## config.mk

```make
export PLATFORM = sky130hd
export DESIGN_NAME = blink_scheduler
export DESIGN_NICKNAME = d
export VERILOG_FILES = /design/src/rtl/blink_scheduler.sv
export SDC_FILE = /design/constraint.sdc
export NUM_CORES = 1
export LEC_CHECK = 0
export CAP_MARGIN = 20
export CORE_MARGIN = 2
export CORE_UTILIZATION = 32
export DETAILED_ROUTE_END_ITERATION = 16
export MAX_ROUTING_LAYER = met4
export SYNTH_ARGS = -nofsm -noshare
export SYNTH_HDL_FRONTEND = slang
export SYNTH_SLANG_ARGS = --single-unit
export TNS_END_PERCENT = 5
```

## constraint.sdc

```tcl
create_clock -name hwclk -period 2.95 [get_ports hwclk]
set_input_delay 0.4425 -clock hwclk [delete_from_list [all_inputs] [get_ports hwclk]]
set_output_delay 0.4425 -clock hwclk [all_outputs]
set_load 0.03 [all_outputs]
```

## src/rtl/blink_scheduler.sv

```systemverilog
// Arbitrates error/success blink requests and runs the start/done handshake
// with an external blinker, followed by a fixed idle gap.
module blink_scheduler #(
    parameter logic [31:0] GAP_CYCLES  = 32'd1200000,
    parameter int          ACK_TIMEOUT = 16
) (
    input  logic hwclk,
    input  logic reset_n,
    input  logic req_error,
    input  logic req_success,
    input  logic done_blinking,
    output logic start_blinking,
    output logic blinkType,
    output logic ack_error,
    output logic ack_success,
    output logic busy,
    output logic fault
);

    localparam int TW = (ACK_TIMEOUT < 1) ? 1 : $clog2(ACK_TIMEOUT + 1);
    localparam logic [TW-1:0] TMAX = TW'(ACK_TIMEOUT);

    typedef enum logic [2:0] {
        S_IDLE,
        S_SETUP,
        S_START,
        S_WAIT_LOW,
        S_WAIT_HIGH,
        S_GAP
    } state_t;

    state_t r_state;
    state_t w_stateNext;

    logic          r_errLow;
    logic          r_succLow;
    logic          r_pendErr;
    logic          r_pendSucc;
    logic          r_blinkType;
    logic          r_fault;
    logic          r_ackErr;
    logic          r_ackSucc;
    logic [TW-1:0] r_timeout;
    logic [31:0]   r_gap;

    logic w_errEdge;
    logic w_succEdge;
    logic w_timeoutHit;
    logic w_gapDone;
    logic w_start;
    logic w_loadType;
    logic w_typeNext;
    logic w_clrPend;
    logic w_setFault;
    logic w_ackErr;
    logic w_ackSucc;

    // r_*Low records "input seen low", so a request already high at reset release never counts.
    assign w_errEdge    = req_error & r_errLow;
    assign w_succEdge   = req_success & r_succLow;
    assign w_timeoutHit = (32'(r_timeout) + 32'd1) >= 32'(ACK_TIMEOUT);
    assign w_gapDone    = (GAP_CYCLES == 32'd0) || (r_gap >= (GAP_CYCLES - 32'd1));

    always_ff @(posedge hwclk or negedge reset_n) begin
        if (!reset_n) begin
            r_state <= S_IDLE;
        end else begin
            r_state <= w_stateNext;
        end
    end

    always_comb begin
        w_stateNext = r_state;
        w_start     = 1'b0;
        w_loadType  = 1'b0;
        w_typeNext  = r_blinkType;
        w_clrPend   = 1'b0;
        w_setFault  = 1'b0;
        w_ackErr    = 1'b0;
        w_ackSucc   = 1'b0;
        case (r_state)
            S_IDLE: begin
                if (r_pendErr || r_pendSucc) begin
                    w_loadType  = 1'b1;
                    w_typeNext  = ~r_pendErr;
                    w_stateNext = S_SETUP;
                end
            end
            S_SETUP: begin
                w_stateNext = S_START;
            end
            S_START: begin
                w_start     = 1'b1;
                w_stateNext = S_WAIT_LOW;
            end
            S_WAIT_LOW: begin
                w_start = 1'b1;
                if (!done_blinking) begin
                    w_stateNext = S_WAIT_HIGH;
                end else if (w_timeoutHit) begin
                    w_setFault  = 1'b1;
                    w_clrPend   = 1'b1;
                    w_stateNext = S_GAP;
                end
            end
            S_WAIT_HIGH: begin
                w_start = 1'b1;
                if (done_blinking) begin
                    w_clrPend   = 1'b1;
                    w_ackErr    = ~r_blinkType;
                    w_ackSucc   = r_blinkType;
                    w_stateNext = S_GAP;
                end
            end
            S_GAP: begin
                if (w_gapDone) begin
                    w_stateNext = S_IDLE;
                end
            end
            default: begin
                w_stateNext = S_IDLE;
            end
        endcase
    end

    // A fresh request edge wins over the clear of the same pending bit.
    always_ff @(posedge hwclk or negedge reset_n) begin
        if (!reset_n) begin
            r_errLow    <= 1'b0;
            r_succLow   <= 1'b0;
            r_pendErr   <= 1'b0;
            r_pendSucc  <= 1'b0;
            r_blinkType <= 1'b0;
            r_fault     <= 1'b0;
            r_ackErr    <= 1'b0;
            r_ackSucc   <= 1'b0;
            r_timeout   <= '0;
            r_gap       <= 32'd0;
        end else begin
            r_errLow   <= ~req_error;
            r_succLow  <= ~req_success;
            r_pendErr  <= w_errEdge | (r_pendErr & ~(w_clrPend & ~r_blinkType));
            r_pendSucc <= w_succEdge | (r_pendSucc & ~(w_clrPend & r_blinkType));
            if (w_loadType) begin
                r_blinkType <= w_typeNext;
            end
            if (w_setFault) begin
                r_fault <= 1'b1;
            end
            r_ackErr  <= w_ackErr;
            r_ackSucc <= w_ackSucc;
            if (r_state == S_START) begin
                r_timeout <= '0;
            end else if (r_state == S_WAIT_LOW && r_timeout != TMAX) begin
                r_timeout <= r_timeout + TW'(1);
            end
            if (r_state != S_GAP) begin
                r_gap <= 32'd0;
            end else if (r_gap != 32'hFFFF_FFFF) begin
                r_gap <= r_gap + 32'd1;
            end
        end
    end

    assign start_blinking = w_start;
    assign blinkType      = r_blinkType;
    assign ack_error      = r_ackErr;
    assign ack_success    = r_ackSucc;
    assign busy           = (r_state != S_IDLE);
    assign fault          = r_fault;

endmodule

```

==> metrics.md, run 1 <==
| Metric | Value |
|---|---|
| Hold Violations, Final | 0 |
| Unique masters post-synth | between 40 and 50 |
| Count of mapped cells out of synthesis | just under 300 |
| Growth of design area from synthesis to finish | 13.02% |
| Antenna-violating nets left | 0 |
| Worst-path maximum fanout | 7 |
| EDFF count, synth | 0 |
| Die height | roughly 94 um |
| RSZ-0062 raised after global routing | false |
| Number of H-tree levels | 2 |
| Average wire per standard cell | roughly 14 um |
| Sink Count | 48 |
| Placeable Area | between 0.007 and 0.008 mm^2 |
| Count of boundary I/O pins | 11 |
| Number of nets in the final layout | just over 300 |
| Post-Route WL | around 5.7 mm |
| Setup TNS Final | 0 ps |
| Number of input and output port buffers inserted | 10 |
| Async set-or-reset flop fraction in the synthesized netlist | 1.000 |
| Die outline width | about 94 um |
| Clock root buffer | sky130_fd_sc_hd__clkbuf_8 |
| Max-Slew Margin vs Limit | 0.5226 |
| Via count of the first global-routing pass | between 2000 and 2500 |
| TritonCTS clock tree | yes |
| Uppermost layer routed | met4 |
| Power per unit of standard cell area | around 420 mW/mm^2 |
| Hold buffer count at cts | 0 |
| Per-instance average area after synthesis | roughly 9 um^2 |
| Run status | completed |
| Total inserted antenna cells | 0 |
| WL met1 | 2.796 mm |
| Max FFs per register | 32 |
| Highest clock frequency the design can meet | 411.6 MHz |
| Number of vias after detailed routing | 2180 |
| Startpoint class of the critical path | flip-flop |
| Global-route wire length before repair | a little over 10 mm |
| Critical path class | reg2reg |
| PostCTS Resize Cnt | 0 |
| Count of unresolved DRC violations after routing | 0 |
| Total gr overflow | 0 |
| Final critical-path share of the clock period | 0.8236 |
| Clock buffer depth | 2 |
| Met2 wire len | 2.584 mm |
| Number of detailed-route iterations in the first pass | 4 |
| Final critical-path required period | approximately 2400 ps |
| Met3 routed WL | ~220 um |
| Worst hold path class | in2async |
| Number of CTS-inserted buffers | 5 |
| Arrival time reported for the critical path endpoint | 2650 ps |
| Later-pin clock latency in the skew report | around 300 ps |
| Synth Net Count | 298 |
| Max-cap violation count | 0 |
| Transition time at the pin with the least slew margin | slightly above 700 ps |
| Dpl hpwl | 4.127 mm |
| Overall power of the completed layout | roughly 1.2 mW |
| Global-route total usage across every layer | 0.1475 |
| Number of max-slew violations in the final report | 0 |
| Syn Std Cell Area | 0.002605 mm^2 |
| Initial standard-cell utilization of the core | 0.3337 |
| Count of endpoints failing setup in the final report | 0 |
| Synthesis-stage register bit count | 48 |
| Worst Setup End Kind | flip-flop |
| Routed vias/inst | 5.423 |
| Worst Clk Skew | 8.663 ps |
| Worst endpoint required time | approximately 3200 ps |
| Synth warnings | 0 |
| Register with the most flip-flops | r_gap |
| Final RePlAce weighted congestion | between 0.9 and 1 |
| Setup Fix Bufs, Post-CTS | 0 |
| Fill count | about 770 |
| Overall die area | roughly 0.0089 mm^2 |
| Maximum number of pins on one net before global-route repair | 20 |
| Sequential area share after synthesis | 0.4611 |
| Largest regs | r_gap (32), r_timeout (5), r_state (3) |
| Fraction of layout instances using a drive strength above 1 | 0.06333 |
| Number of standard-cell rows in the floorplan | 32 |
| Leakage power summed over all cells | between 1 and 1.5 nW |
| Number of antenna violations at the first check in global routing | 0 |
| Predominant post-synthesis flop cell | sky130_fd_sc_hd__dfrtp_1 |
| Clock transition at the register clock pins on the worst setup and hold paths after CTS | roughly 90 ps |
| Number of DRC markers in iteration 0 | 84 |
| Largest vdd supply drop | around 0.28 mV |
[cells by family after synthesis]
family | synth area share
simple gates | 0.2680
fa+ha+maj | 0.01441
xor+xnor | 0.05380
buf+inv | 0.03506
compound gates | 0.1556
mux | 0.01201
flops | 0.4611
[power breakdown]
part | switching [mW] | total [mW] | leakage, nW | internal [mW]
Sequential | 0.000324 | 0.659 | 0.626 | 0.659
Clock | 0.217 | 0.551 | 0.0642 | 0.334
Combinational | 0.0163 | 0.0231 | 0.507 | 0.00673
[path summary, 6_finish.rpt]
check / from / endpoint / slack (ps) / depth (start not counted)
max: r_gap[2] / r_gap[31] / 520 / 5
min: reset_n / r_gap[23] / 70 / 1
max reg2reg: r_gap[2] / r_gap[31] / 520 / 5
min reg2reg: r_succLow / r_pendSucc / 450 / 2
max in group asynchronous: reset_n / r_gap[8] / 2290 / 2
min in group hwclk: r_succLow / r_pendSucc / 450 / 2
[cells in the final DEF, fill, tap and decap left out, types with 4 or more instances in the layout]
cell type | netlist | routed
sky130_fd_sc_hd__a21oi_1 | 19 | 19
sky130_fd_sc_hd__o21ai_0 | 15 | 15
sky130_fd_sc_hd__or3_1 | 10 | 10
sky130_fd_sc_hd__nor2_1 | 27 | 27
sky130_fd_sc_hd__clkdlybuf4s50_1 | 0 | 9
sky130_fd_sc_hd__buf_4 | 0 | 5
sky130_fd_sc_hd__xnor2_1 | 8 | 8
sky130_fd_sc_hd__clkbuf_8 | 0 | 5
sky130_fd_sc_hd__o211ai_1 | 4 | 4
sky130_fd_sc_hd__nand3_1 | 15 | 15
sky130_fd_sc_hd__or4_1 | 8 | 8
sky130_fd_sc_hd__nor3_1 | 10 | 10
sky130_fd_sc_hd__nor4_1 | 8 | 8
sky130_fd_sc_hd__a31oi_1 | 6 | 6
sky130_fd_sc_hd__xor2_1 | 8 | 8
sky130_fd_sc_hd__o31ai_1 | 10 | 10
sky130_fd_sc_hd__nand4_1 | 10 | 10
sky130_fd_sc_hd__nand2_1 | 25 | 25
sky130_fd_sc_hd__dfrtp_1 | 48 | 48
sky130_fd_sc_hd__inv_1 | 11 | 11
[critical path, stage by stage, from the launching register on]
cell                      delay [ps]
sky130_fd_sc_hd__dfrtp_1         460
sky130_fd_sc_hd__nand4_2         220
sky130_fd_sc_hd__nor4_1          690
sky130_fd_sc_hd__o21ai_0         360
sky130_fd_sc_hd__or4_1           470
sky130_fd_sc_hd__a21oi_1         160
[stage by stage]
stage	utilization	setup slack, ps	area [um^2]	cells	hold slack, ps
after floorplan	-	921.0	2605	290	146.9
after global placement	0.3606	579.4	2815	395	409.1
after detailed placement	0.3606	601.8	2815	395	413.3
after CTS	0.3771	561.5	2944	402	76.42
after global routing	0.3771	382.2	2944	402	83.92
final	0.3771	520.3	2944	402	71.34
[cell type report]
class,instances,area [um^2],area share
sequential,48,1201,0.4080
multi-input combinational,219,1313,0.4458
clock buffer,5,68.82,0.02337
inverter,11,41.29,0.01402
timing repair buffer,15,132.6,0.04505
tap,102,127.6,0.04335
clock inverter,2,60.06,0.02040
[metal layers]
| metal | GRT usage | vias up |
|---|---|---|
| met5 | - | - |
| met4 | 0.06039 | 0 |
| met3 | 0.02247 | 6 |
| met2 | 0.2161 | 44 |
| met1 | 0.2047 | 1040 |
| li1 | - | 1090 |
[synthesized netlist by cell type (2+ instances only)]
| cell type | count | area, um^2 |
|---|---|---|
| sky130_fd_sc_hd__nand2_1 | 25 | 93.84 |
| sky130_fd_sc_hd__a31oi_1 | 6 | 37.54 |
| sky130_fd_sc_hd__xnor2_1 | 8 | 70.07 |
| sky130_fd_sc_hd__nand3b_1 | 2 | 15.01 |
| sky130_fd_sc_hd__and4_1 | 3 | 26.28 |
| sky130_fd_sc_hd__ha_1 | 3 | 37.54 |
| sky130_fd_sc_hd__nand3_1 | 15 | 75.07 |
| sky130_fd_sc_hd__xor2_1 | 8 | 70.07 |
| sky130_fd_sc_hd__o211ai_1 | 4 | 30.03 |
| sky130_fd_sc_hd__nor2_1 | 27 | 101.4 |
| sky130_fd_sc_hd__clkbuf_1 | 8 | 30.03 |
| sky130_fd_sc_hd__a211oi_1 | 2 | 15.01 |
| sky130_fd_sc_hd__buf_2 | 4 | 20.02 |
| sky130_fd_sc_hd__and2_1 | 3 | 18.77 |
| sky130_fd_sc_hd__o21bai_1 | 2 | 15.01 |
| sky130_fd_sc_hd__or4_1 | 8 | 60.06 |
| sky130_fd_sc_hd__o21ai_0 | 15 | 75.07 |
| sky130_fd_sc_hd__a21o_1 | 2 | 15.01 |
| sky130_fd_sc_hd__mux2i_1 | 2 | 20.02 |
| sky130_fd_sc_hd__inv_1 | 11 | 41.29 |
| sky130_fd_sc_hd__o31ai_1 | 10 | 75.07 |
| sky130_fd_sc_hd__nor3_1 | 10 | 50.05 |
| sky130_fd_sc_hd__nor4_1 | 8 | 50.05 |
| sky130_fd_sc_hd__or3_1 | 10 | 62.56 |
| sky130_fd_sc_hd__dfrtp_1 | 48 | 1201 |
| sky130_fd_sc_hd__and3_1 | 3 | 18.77 |
| sky130_fd_sc_hd__a21oi_1 | 19 | 95.09 |
| sky130_fd_sc_hd__nand4_1 | 10 | 62.56 |
Power figures use the tool's default switching activity.
==> inputs of run 2 (changes only) <==
==> constraint.sdc (replaced) <==
create_clock -name hwclk -period 2.3 [get_ports hwclk]
set_input_delay 0.345 -clock hwclk [delete_from_list [all_inputs] [get_ports hwclk]]
set_output_delay 0.345 -clock hwclk [all_outputs]
set_load 0.03 [all_outputs]
==> metrics.md, run 2 (same netlist as run 1, synthesis figures left out) <==
| Metric | Value |
|---|---|
| Number of standard-cell rows in the floorplan | 32 |
| Number of H-tree levels | 2 |
| Worst Setup End Kind | flip-flop |
| Number of vias after detailed routing | around 2200 |
| CP top delay family | simple AND/OR/NAND/NOR gates |
| Count of boundary I/O pins | 11 |
| Via count of the first global-routing pass | between 2000 and 2500 |
| Worst endpoint required time | about 2500 ps |
| Source of the critical timing path | r_gap[25] |
| Number of detailed-route iterations in the first pass | 4 |
| Total gr overflow | 0 |
| Max FFs per register | 32 |
| Global-route total usage across every layer | 0.1435 |
| Post-Route WL | 5.671 mm |
| Critical path class | reg2reg |
| Run status | completed |
| Power per unit of standard cell area | approximately 500 mW/mm^2 |
| Count of endpoints failing setup in the final report | 0 |
| Startpoint class of the critical path | flip-flop |
| Maximum cell stage delay along the critical path | a little under 500 ps |
| Count of unresolved DRC violations after routing | 0 |
| Clock transition at the register clock pins on the worst setup and hold paths after CTS | 100 ps |
| Setup ws final | approximately 160 ps |
| Largest regs | r_gap (32), r_timeout (5), r_state (3) |
| Maximum number of pins on one net before global-route repair | 27 |
| Number of antenna violations at the first check in global routing | 0 |
| Net Sw Power | 0.3136 mW |
| RSZ-0062 raised after global routing | false |
| Non-filler instance count after layout | ~410 |
| Final critical-path required period | around 2100 ps |
| Leading cell type in the layout, fill and taps excluded | sky130_fd_sc_hd__dfrtp_1 |
| Worst-path cell with the longest stage delay | sky130_fd_sc_hd__or4_1 |
| Initial standard-cell utilization of the core | 0.3337 |
| Worst r2r src | r_gap[25] |
| Final critical-path share of the clock period | 0.9299 |
| Final RePlAce weighted congestion | 0.8240 |
| Sink Count | 48 |
| Switching power share of the total | 0.2058 |
| Later-pin clock latency in the skew report | 300 ps |
| Overall power of the completed layout | around 1.5 mW |
| Commonest cells after routing, fill and taps aside | 48 x sky130_fd_sc_hd__dfrtp_1, 27 x sky130_fd_sc_hd__nor2_1, 25 x sky130_fd_sc_hd__nand2_1 |
| Arrival time reported for the critical path endpoint | approximately 2400 ps |
| Clock root buffer | sky130_fd_sc_hd__clkbuf_8 |
| Placeable Area | roughly 0.008 mm^2 |
| Fraction of layout instances using a drive strength above 1 | 0.1026 |
| CP Cell Sequence | and4_1 -> and4_1 -> and3_1 -> buf_4 -> or4_1 -> a21oi_1 |
| Setup TNS Final | 0 ps |
| Average wire per standard cell | 13.70 um |
| Clock buffer depth | 2 |
| Global-route wire length before repair | 10.02 mm |
| Register with the most flip-flops | r_gap |
| Worst-path maximum fanout | 8 |
| Crit-path most repeated cell | sky130_fd_sc_hd__and4_1 |
| Overall die area | just under 0.009 mm^2 |
| Number of max-slew violations in the final report | 0 |
| Growth of design area from synthesis to finish | 16.38% |
| Dpl hpwl | between 4 and 5 mm |
| Highest clock frequency the design can meet | around 470 MHz |
| Pre-CTS WS | around 210 ps |
| Die outline width | ~94 um |
| Fill count | 800 |
| Largest vdd supply drop | ~0.35 mV |
| Combinational share of power | 0.020 |
| Worst hold path class | in2async |
| Leakage power summed over all cells | ~1.3 nW |
| Placed Cells | a little over 400 |
| Die height | 94.23 um |
| Number of input and output port buffers inserted | 10 |
| Number of DRC markers in iteration 0 | 139 |
| Total inserted antenna cells | 0 |
| Number of CTS-inserted buffers | 5 |
| Antenna-violating nets left | 0 |
| Flop pwr share | 0.555 |
| Internal power of the cells | around 1.2 mW |
| Routed vias/inst | around 5.3 |
| Max-cap violation count | 0 |
| Hold Violations, Final | 0 |
| Proportion of power drawn by the clock network | 0.426 |
| Buffers & Inverters on Critical Path | 1 |
| Max-Slew Margin vs Limit | 0.6723 |
| Worst Clk Skew | approximately 11 ps |
| Number of nets in the final layout | approximately 320 |
| TritonCTS clock tree | yes |
| Transition time at the pin with the least slew margin | slightly below 500 ps |
-- run 2: area by class of cell --
| cell class | count | area (um^2) | area share |
|---|---|---|---|
| repair buffers | 26 | 216.5 | 0.07140 |
| multi-input cells | 219 | 1324 | 0.4366 |
| clock buffers | 6 | 82.58 | 0.02724 |
| well taps | 102 | 127.6 | 0.04210 |
| flip-flops and latches | 48 | 1201 | 0.3962 |
| clock inverters | 2 | 38.79 | 0.01279 |
| inverters | 11 | 41.29 | 0.01362 |
-- run 2: metrics by stage --
stage | area (um^2) | util | hold slack (ps)
3_3_place_gp | 2890 | 0.3702 | 196.3
4_1_cts | 3020 | 0.3869 | 406.5
3_5_place_dp | 2890 | 0.3702 | 197.4
2_1_floorplan | 2605 | - | 49.41
5_1_grt | 3032 | 0.3883 | 452.8
6_report | 3032 | 0.3883 | 413.7
-- run 2: metal layers --
metal  global-route usage  vias up  part of all wire
li1                     -     1099                 -
met1               0.1940     1082              0.50
met4              0.04710        0             0.012
met5                    -        -                 0
met2               0.2268       29              0.47
met3              0.01525        4             0.017
-- run 2: final timing paths --
check | to | slack [ps] | depth (start not counted)
setup / recovery | r_gap[25] | 160 | 6
hold / removal | r_gap[2] | 410 | 2
setup reg to reg | r_gap[25] | 160 | 6
hold reg to reg | r_pendSucc | 440 | 2
max in group asynchronous | r_gap[11] | 1320 | 3
min in group hwclk | r_pendSucc | 440 | 2
-- run 2: timing repair --
item	4_1_cts	5_1_grt
hold buffers	1	0
setup buffers	0	0
endpoints found under the hold margin	7	0
gates resized for setup	1	2
setup endpoints to repair	1	3
-- run 2: power groups by stage --
stage	Sequential, mW	Combinational, mW	Clock [mW]
detailed placement	0.862	0.0311	0
global route	0.846	0.0364	0.696
finish	0.845	0.0303	0.648
CTS	0.845	0.0321	0.668
floorplan	0.862	0.00319	0
global placement	0.862	0.0311	0
